## config.mk

```make
export PLATFORM = sky130hd
export DESIGN_NAME = mips_mc
export DESIGN_NICKNAME = d
export VERILOG_FILES = /design/src/rtl/mips_mc_pkg.sv /design/src/rtl/mips_mc_ctrl.sv /design/src/rtl/mips_mc.sv
export SDC_FILE = /design/constraint.sdc
export NUM_CORES = 2
export LEC_CHECK = 0
export CAP_MARGIN = 10
export CORE_MARGIN = 4
export CORE_UTILIZATION = 40
export CTS_CLUSTER_DIAMETER = 100
export CTS_CLUSTER_SIZE = 20
export DETAILED_ROUTE_END_ITERATION = 10
export PLACE_DENSITY = 0.63
export REMOVE_ABC_BUFFERS = 1
export SLEW_MARGIN = 25
export SYNTH_ARGS = -nofsm -noshare
export SYNTH_HDL_FRONTEND = slang
export SYNTH_SLANG_ARGS = --single-unit
```

## constraint.sdc

```tcl
create_clock -name clk -period 5.3 [get_ports clk]
set_input_delay 0.53 -clock clk [delete_from_list [all_inputs] [get_ports clk]]
set_output_delay 0.53 -clock clk [all_outputs]
set_load 0.05 [all_outputs]
```

## src/rtl/mips_mc_pkg.sv

```systemverilog
// rtl/mips_mc_pkg.sv - opcode/funct constants, FSM and ALU enums for the multicycle MIPS core
package mips_mc_pkg;

  localparam logic [5:0] OP_RTYPE = 6'h00;
  localparam logic [5:0] OP_J     = 6'h02;
  localparam logic [5:0] OP_BEQ   = 6'h04;
  localparam logic [5:0] OP_ADDI  = 6'h08;
  localparam logic [5:0] OP_LW    = 6'h23;
  localparam logic [5:0] OP_SW    = 6'h2b;

  localparam logic [5:0] FN_ADD = 6'h20;
  localparam logic [5:0] FN_SUB = 6'h22;
  localparam logic [5:0] FN_AND = 6'h24;
  localparam logic [5:0] FN_OR  = 6'h25;
  localparam logic [5:0] FN_SLT = 6'h2a;

  typedef enum logic [3:0] {
    FETCH, DECODE, MEMADR, MEMRD, MEMWB, MEMWR, EXEC,
    ALUWB, BRANCH, ADDIEX, ADDIWB, JUMP, HALT
  } state_t;

  typedef enum logic [2:0] {
    ALU_ADD, ALU_SUB, ALU_AND, ALU_OR, ALU_SLT
  } alu_op_t;

  function automatic logic funct_legal(input logic [5:0] funct);
    logic ok;
    ok = (funct == FN_ADD) || (funct == FN_SUB) || (funct == FN_AND) ||
         (funct == FN_OR)  || (funct == FN_SLT);
    return ok;
  endfunction

  function automatic alu_op_t funct_to_alu(input logic [5:0] funct);
    alu_op_t op;
    case (funct)
      FN_SUB:  op = ALU_SUB;
      FN_AND:  op = ALU_AND;
      FN_OR:   op = ALU_OR;
      FN_SLT:  op = ALU_SLT;
      default: op = ALU_ADD;
    endcase
    return op;
  endfunction

endpackage

```

## src/rtl/mips_mc_ctrl.sv

```systemverilog
// rtl/mips_mc_ctrl.sv - main control FSM; memory states wait for mem_ready
module mips_mc_ctrl
  import mips_mc_pkg::*;
(
  input  logic       clk,
  input  logic       reset,
  input  logic [5:0] opcode,
  input  logic [5:0] funct,
  input  logic       mem_ready,
  output state_t     state
);

  state_t next;

  always_ff @(posedge clk) begin
    if (reset) state <= FETCH;
    else       state <= next;
  end

  always_comb begin
    next = state;
    case (state)
      FETCH:  if (mem_ready) next = DECODE;
      DECODE: begin
        case (opcode)
          OP_RTYPE:     next = funct_legal(funct) ? EXEC : HALT;
          OP_LW, OP_SW: next = MEMADR;
          OP_BEQ:       next = BRANCH;
          OP_ADDI:      next = ADDIEX;
          OP_J:         next = JUMP;
          default:      next = HALT;
        endcase
      end
      MEMADR: next = (opcode == OP_LW) ? MEMRD : MEMWR;
      MEMRD:  if (mem_ready) next = MEMWB;
      MEMWR:  if (mem_ready) next = FETCH;
      EXEC:   next = ALUWB;
      ADDIEX: next = ADDIWB;
      MEMWB, ALUWB, ADDIWB, BRANCH, JUMP: next = FETCH;
      HALT:   next = HALT;
      default: next = FETCH;
    endcase
  end

endmodule

```

## src/rtl/mips_mc.sv

```systemverilog
// rtl/mips_mc.sv - multicycle MIPS core: datapath, register file and ALU around mips_mc_ctrl
module mips_mc
  import mips_mc_pkg::*;
#(
  parameter logic [31:0] RESET_PC = 32'h0000_0000,
  parameter int          RF_CLEAR = 1
) (
  input  logic        clk,
  input  logic        reset,
  output logic        mem_req,
  output logic        mem_we,
  output logic [31:0] mem_addr,
  output logic [31:0] mem_wdata,
  input  logic [31:0] mem_rdata,
  input  logic        mem_ready,
  output logic [31:0] pc,
  output logic        halted
);

  state_t      state;
  logic [31:0] ir, a, b, alu_out, mdr;
  logic [31:0] rf [32];

  logic [5:0]  opcode, funct;
  logic [4:0]  rs, rt, rd;
  logic [25:0] target;
  logic [31:0] imm_ext, rs_val, rt_val;

  assign opcode  = ir[31:26];
  assign target  = ir[25:0];
  assign rs      = ir[25:21];
  assign rt      = ir[20:16];
  assign rd      = ir[15:11];
  assign funct   = ir[5:0];
  assign imm_ext = {{16{ir[15]}}, ir[15:0]};
  assign rs_val  = (rs == 5'd0) ? 32'd0 : rf[rs];
  assign rt_val  = (rt == 5'd0) ? 32'd0 : rf[rt];
  assign halted  = (state == HALT);

  mips_mc_ctrl u_ctrl (
    .clk       (clk),
    .reset     (reset),
    .opcode    (opcode),
    .funct     (funct),
    .mem_ready (mem_ready),
    .state     (state)
  );

  // One shared ALU: branch target in DECODE, funct op in EXEC, A+imm otherwise
  alu_op_t     alu_op;
  logic [31:0] alu_x, alu_y, alu_res;

  always_comb begin
    alu_op = ALU_ADD;
    alu_x  = a;
    alu_y  = imm_ext;
    case (state)
      DECODE: begin
        alu_x = pc;
        alu_y = {imm_ext[29:0], 2'b00};
      end
      EXEC: begin
        alu_y  = b;
        alu_op = funct_to_alu(funct);
      end
      default: ;
    endcase
  end

  always_comb begin
    alu_res = 32'd0;
    case (alu_op)
      ALU_ADD: alu_res = alu_x + alu_y;
      ALU_SUB: alu_res = alu_x - alu_y;
      ALU_AND: alu_res = alu_x & alu_y;
      ALU_OR:  alu_res = alu_x | alu_y;
      ALU_SLT: alu_res = {31'd0, $signed(alu_x) < $signed(alu_y)};
      default: alu_res = 32'd0;
    endcase
  end

  always_comb begin
    mem_req   = 1'b0;
    mem_we    = 1'b0;
    mem_addr  = pc;
    mem_wdata = b;
    case (state)
      FETCH: mem_req = 1'b1;
      MEMRD: begin
        mem_req  = 1'b1;
        mem_addr = alu_out;
      end
      MEMWR: begin
        mem_req  = 1'b1;
        mem_we   = 1'b1;
        mem_addr = alu_out;
      end
      default: ;
    endcase
    // Reset abandons any in-flight transfer, so the request must drop with it
    if (reset) begin
      mem_req = 1'b0;
      mem_we  = 1'b0;
    end
  end

  logic        rf_we;
  logic [4:0]  rf_waddr;
  logic [31:0] rf_wdata;

  always_comb begin
    rf_we    = 1'b0;
    rf_waddr = rt;
    rf_wdata = alu_out;
    case (state)
      MEMWB: begin
        rf_we    = 1'b1;
        rf_wdata = mdr;
      end
      ALUWB: begin
        rf_we    = 1'b1;
        rf_waddr = rd;
      end
      ADDIWB: rf_we = 1'b1;
      default: ;
    endcase
  end

  always_ff @(posedge clk) begin
    if (reset) begin
      if (RF_CLEAR != 0) begin
        for (int i = 0; i < 32; i++) rf[i] <= 32'd0;
      end
    end else if (rf_we && rf_waddr != 5'd0) begin
      rf[rf_waddr] <= rf_wdata;
    end
  end

  always_ff @(posedge clk) begin
    if (reset) begin
      pc      <= RESET_PC;
      ir      <= 32'd0;
      a       <= 32'd0;
      b       <= 32'd0;
      alu_out <= 32'd0;
      mdr     <= 32'd0;
    end else begin
      case (state)
        FETCH: if (mem_ready) begin
          ir <= mem_rdata;
          pc <= pc + 32'd4;
        end
        DECODE: begin
          a       <= rs_val;
          b       <= rt_val;
          alu_out <= alu_res;
        end
        MEMADR, EXEC, ADDIEX: alu_out <= alu_res;
        MEMRD:  if (mem_ready) mdr <= mem_rdata;
        BRANCH: if (a == b) pc <= alu_out;
        JUMP:   pc <= {pc[31:28], target, 2'b00};
        default: ;
      endcase
    end
  end

endmodule

```

; Yosys cells after proc, flatten, opt, wreduce, memory -nomap -nowiden
; Memory sizes are Yosys's and may differ from the RTL's. A register that Yosys moved wholly into a read port is not among the register bits.
; Index checks and enable logic that the tools add are counted.
[op_classes]
add_sub_neg = 3
mul = 0
n_div = 0
order_cmp = 1
eq_ne = 31
shifts = 0
mux = 37
bitwise = 3
n_reduce_logical = 24
[ops]
columns = cell, n
row1 = 32-bit two-way mux, 8
row2 = 32-bit case mux with 5 select lines, 1
row3 = 32-bit case mux with 3 select lines, 1
row4 = 32-bit case mux with 2 select lines, 1
row5 = 6-bit equality test (second input constant), 7
row6 = 32-bit by 3-bit adder with 32-bit output (second input constant), 1
row7 = 32-bit adder, 1
row8 = 32-bit AND, 1
row9 = 32-bit equality test, 1
row10 = 32-bit less-than comparator, 1
row11 = 32-bit bitwise OR, 1
row12 = 4-bit case mux with 8 select lines, 1
row13 = 32-bit OR reduction, 1
row14 = 32-bit subtractor, 1
row15 = 5-bit two-way mux, 6
row16 = 4-bit equality test (second input constant), 5
row17 = 4-bit case mux with 5 select lines, 1
row18 = 4-bit by 3-bit equality test with 1-bit output (second input constant), 4
row19 = 4-bit two-way mux, 4
row20 = 3-bit case mux with 4 select lines, 1
row21 = 1-bit two-way mux, 11
row22 = 5-bit logical NOT, 2
row23 = 4-bit by 2-bit equality test with 1-bit output (second input constant), 2
row24 = 2-bit != test (second input constant), 4
row25 = 23 further kinds, 32
[word_totals]
reg_bits = 196
latch_bits = 0
ramBits = 1024
romBits = 0
in_bits = 35
out_inout_bits = 99
word_cells = 108
n_memories = 1
[mem_list]
columns = memory, depth, width, rd, rd_clocked_by_memory_dff, write_ports, line
row1 = rf, 32, 32, 2, 2, 32, mips_mc.sv:22  ; logic [31:0] rf [32];

; Logic depth before layout (Yosys ltp)
[logic_depth]
depth_word = 9
depth_mapped = 20
ltp_nobuf = 18

; Hierarchy
; From an unflattened synthesis, not the netlist that was laid out.
[unflattened]
hier_cells = 5307
area_unflattened_um2 = 66666.4
[by_module_without_submodules]
columns = mod, instances, cells_each, area_per_inst_um2, seq_area_each_um2
row1 = mips_mc, 1, 5246, 66202.2, 34793.4
row2 = mips_mc_ctrl, 1, 61, 464.2, 80.1

; Worst setup path after synthesis
; OpenSTA, ideal clock, no wires.
[synth_path]
kind = reg2reg
start = register u_ctrl.state[0]
end = register alu_out[30]
setup_time_ns = 0.123
arrival_time_ns = 3.954
required_ns = 5.177
path_slack_ns = 1.223
stages_incl_launch_ff = 19
path_buffers = 3
synth_period_minus_slack_ns = 4.077
cell_sequence = dfxtp_1 -> clkbuf_1 -> nand2_1 -> nor3_1 -> clkbuf_1 -> clkbuf_1 -> nand2_1 -> nand2_1 -> ha_1 -> fa_1 -> a21oi_1 -> o221ai_1 -> a41o_1 -> nand2_1 -> a41oi_2 -> or4b_1 -> mux2i_1 -> o21ai_1 -> nand3_1
[synth_between]
elab_chain_len = 4
word_cells_on_any_way = 18
classes_between = add/sub: 2 / eq/ne: 8 / mux: 4 / bitwise: 2 / reduce/logical: 2
[synth_rtl]
columns = item, line
row1 = "start, declared", mips_mc_ctrl.sv:10  ; output state_t state
row2 = "start signal, assigned", mips_mc_ctrl.sv:17  ; else state <= next;
row3 = 4-bit by 3-bit equality test with 1-bit output / 4-bit by 1-bit equality test with 1-bit output (equally long branches), "mips_mc.sv:57, mips_mc.sv:148"
row4 = "32-bit case mux with 2 select lines, or another cell as far along", mips_mc.sv:57  ; case (state)
row5 = "32-bit subtractor, or another cell as far along", mips_mc.sv:74  ; ALU_SUB: alu_res = alu_x - alu_y;
row6 = 32-bit case mux with 5 select lines, mips_mc.sv:72  ; case (alu_op)
row7 = "end signal, assigned", mips_mc.sv:156  ; alu_out <= alu_res;
row8 = "end signal, assigned", mips_mc.sv:158  ; MEMADR, EXEC, ADDIEX: alu_out <= alu_res;
row9 = "end, declared", mips_mc.sv:21  ; logic [31:0] ir, a, b, alu_out, mdr;
; Parallel ways exist; a longest one is shown, timed or not.
; A chain may end at the register's enable or synchronous reset.

; Worst setup path in the final report
; Ends and elaborated chain as after synthesis.

==> out/results.ini <==
[run_status]
status = complete, no violations

[logic_synthesis]
synth.most_common_cell = nor2_1
synth-xor-area-share_pct = 0.646
synth_top_family_by_area = multiplexers
synthesis.instances = 5263
yosys.area_share.adder_pct = 2.02
synth_cell_type_count = 88
synth-edff-count = 1024
synth_area_leaders = edfxtp_1 (46%), mux4_2 (22%), nor2_1 (7.0%)
synth_compound_area_share_pct = 5.62
synth_flop_cell = edfxtp_1
syn_area_per_cell_um2 = 12.6
synth-seq-area-share_pct = 52.5
synth_top_area_cell = edfxtp_1
synth-simple-area-share_pct = 11.6
synthTopCellsByCount = nor2_1 (1231), edfxtp_1 (1024), mux4_2 (640), nand2_1 (463), clkbuf_1 (345)
synthesis.area_mm2 = 0.0664
synth_top_area_share_pct = 46.3
ys_seq_elements = 1230
synthMuxAreaShare_pct = 23.9
synthArstFlopShare_pct = 0
ys.warnings.count = 0

[cells_and_area]
fin_nets = 5382
drive_gt1_share_pct = 22.0
finalInstanceArea_mm2 = 0.0740
syn_to_final_growth_pct = 11.3
post-route-util_pct = 44.8
instances_no_fill = 7461

[setup_path]
crit_top_cell = nand2_1
crit_fanout = 16
regToRegSetupSlack_ns = 0.59
cp_cell_sequence = nand2_1, nor3_2, nor2_1, buf_4, nand2_1, nand2_1, ha_1, nand4_4, or3_1, and2_0, a22o_1, a41oi_2, or4b_1, mux2i_1, o21ai_1, nand3_1
timing.rr.start = u_ctrl.state[0]$_SDFFE_PP0P_
cp-start-kind = flip-flop
reg2regPathDepth = 16
worstPathArrival_ns = 5.32
crit_type = reg2reg
slowest_stage = dfxtp_1
timing.rr.end = alu_out[30]$_SDFFE_PP0P_
path_buf_inv = 1
crit_family = simple AND/OR/NAND/NOR gates
cp-end-kind = flip-flop
max_stage_delay_ns = 0.68
cp_data_required_time_ns = 5.92

[timing]
fin_ws_ns = 0.595
period_needed_ns = 4.71
maxSlewHeadroom_pct = 24.9
final_hold_viol_count = 0
setup_violations = 0
max_freq_mhz = 213
tightest_slew_ns = 1.13
period_share_pct = 88.8
skew_ns = 0.0551
rsz0062_at_grt = no
final-max-slew-violation-count = 0

[global_routing]
grt_max_degree = 94
grt_util_met1_pct = 34.9
grt_pass1_wl_um = 334000
overflow = 0
grtUsageTotal_pct = 26.5
grt_pass1_vias = 46700
antenna_found_initial = 7
top_usage_layer = met2
met2_usage_pct = 43.9
grtUsageMet3_pct = 4.54

[run]
max_cap_viol_count = 0

[clock_tree]
clkLatencyLatePin_ns = 0.73
cts_tree = done
cts_made_buffers = 73
clock_path_buffers = 3
postCtsHoldBufs = 0
cts_root_buffer = clkbuf_16
post-cts-setup-buffer-count = 0
post_cts_resized = 0
cts_num_sinks = 1230
htreeDepth = 3
clkTransAtPathRegs_ns = 0.10

[floorplanning]
rows = 149
io_pins = 134
initial_core_util_pct = 40.3
die_x_um = 416
placeableCoreArea_mm2 = 0.165
die_y_um = 416
die_area_mm2 = 0.173

[route]
drtIter0Drc = 6739
totalWireLength_um = 233000
routed-via-count = 47400
dr.pass1.iters = 6
wl_per_cell_um = 31.3
final_antenna_net_count = 0
post_drt_via_cell_ratio = 6.35
route.detailed.drc = 0

[power]
p_leak_nw = 23.8
pwr_density_cell_mw_per_mm2 = 314
vdd_drop_max_v = 0.000228

[hold_path]
min_from = reset
hp-class = in2reg
hold_depth = 2
hold-path-endpoint = mdr[16]$_SDFFE_PP0P_

[placement]
place_ws_ns = 0.721
placed_area_mm2 = 0.0717
post-dp-hpwl_um = 152000
finalWeightedCongestion = 0.943
dp.cells = 7351
io_buffers = 133

[worst max path at each step]
stage | from | slack [ns] | depth (start not counted) | endpoint
after floorplan | flip-flop | -6.79 | 5 | a[0]$_SDFFE_PP0N_
after global placement | u_ctrl.state[0]$_SDFFE_PP0P_ | 0.76 | 15 | alu_out[20]$_SDFFE_PP0P_
after detailed placement | u_ctrl.state[0]$_SDFFE_PP0P_ | 0.72 | 16 | alu_out[30]$_SDFFE_PP0P_
after CTS | u_ctrl.state[0]$_SDFFE_PP0P_ | 0.65 | 17 | alu_out[18]$_SDFFE_PP0P_
after global routing | u_ctrl.state[0]$_SDFFE_PP0P_ | 0.31 | 15 | alu_out[16]$_SDFFE_PP0P_
final | u_ctrl.state[0]$_SDFFE_PP0P_ | 0.59 | 16 | alu_out[30]$_SDFFE_PP0P_
[metal layers]
metal	wire length, µm	part of all wire (%)
met5	0	0
met3	23900	10
met4	10200	4.4
met2	112000	48
met1	87100	37
[registers in the layout, summed over array words and instances (netlist names), named ones only]
register / count
a: 32
mem_wdata: 32
alu_out: 32
rf: 1024
pc: 32
ir: 32
mdr: 32
u_ctrl.state: 4
[logic make-up (layout without fill, tap and decap cells)]
kind of cell / count (synthesis) / after routing
other: 1 / 34
buffers and inverters: 606 / 582
adders and majority gates: 106 / 106
and+or+nand+nor: 1916 / 1916
xor gates and xnor gates: 49 / 49
muxes: 782 / 782
DFF: 1230 / 1230
AOI/OAI and AO/OA: 573 / 573
[report_power, final]
group          internal [mW]  switching (mW)  total [mW]
Combinational           2.24            3.49        5.73
Sequential              10.8           0.569        11.4
Clock                   2.73            3.37        6.10
Total                   15.8            7.43        23.2
[cell usage in the layout (no fill, tap or decap), types with 77 or more instances in the layout]
cell type / count
clkdlybuf4s50_1: 132
buf_4: 153
edfxtp_1: 1024
nand2_1: 431
inv_1: 118
clkbuf_16: 77
ha_1: 104
dfxtp_1: 195
nor2_1: 1225
a21oi_1: 213
o21ai_0: 87
mux4_2: 640
[metrics by stage]
step	power [mW]	TNS (ns)	hold WS [ns]
2_1_floorplan	15.3	-467.36	0.430
3_3_place_gp	17.1	0	0.475
3_5_place_dp	17.2	0	0.479
4_1_cts	23.2	0	0.134
5_1_grt	24.0	0	0.197
6_report	23.2	0	0.206
[cell type report]
type                    count  area (µm²)
fillers                 14800       91000
multi-input cells        3458       29900
inverters                 124         465
repair buffers            354        3800
clock buffers              94        1990
well taps                2189        2740
flip-flops and latches   1230       34900
clock inverters            10         155
diodes                      2        5.00
Power figures use the tool's default switching activity.
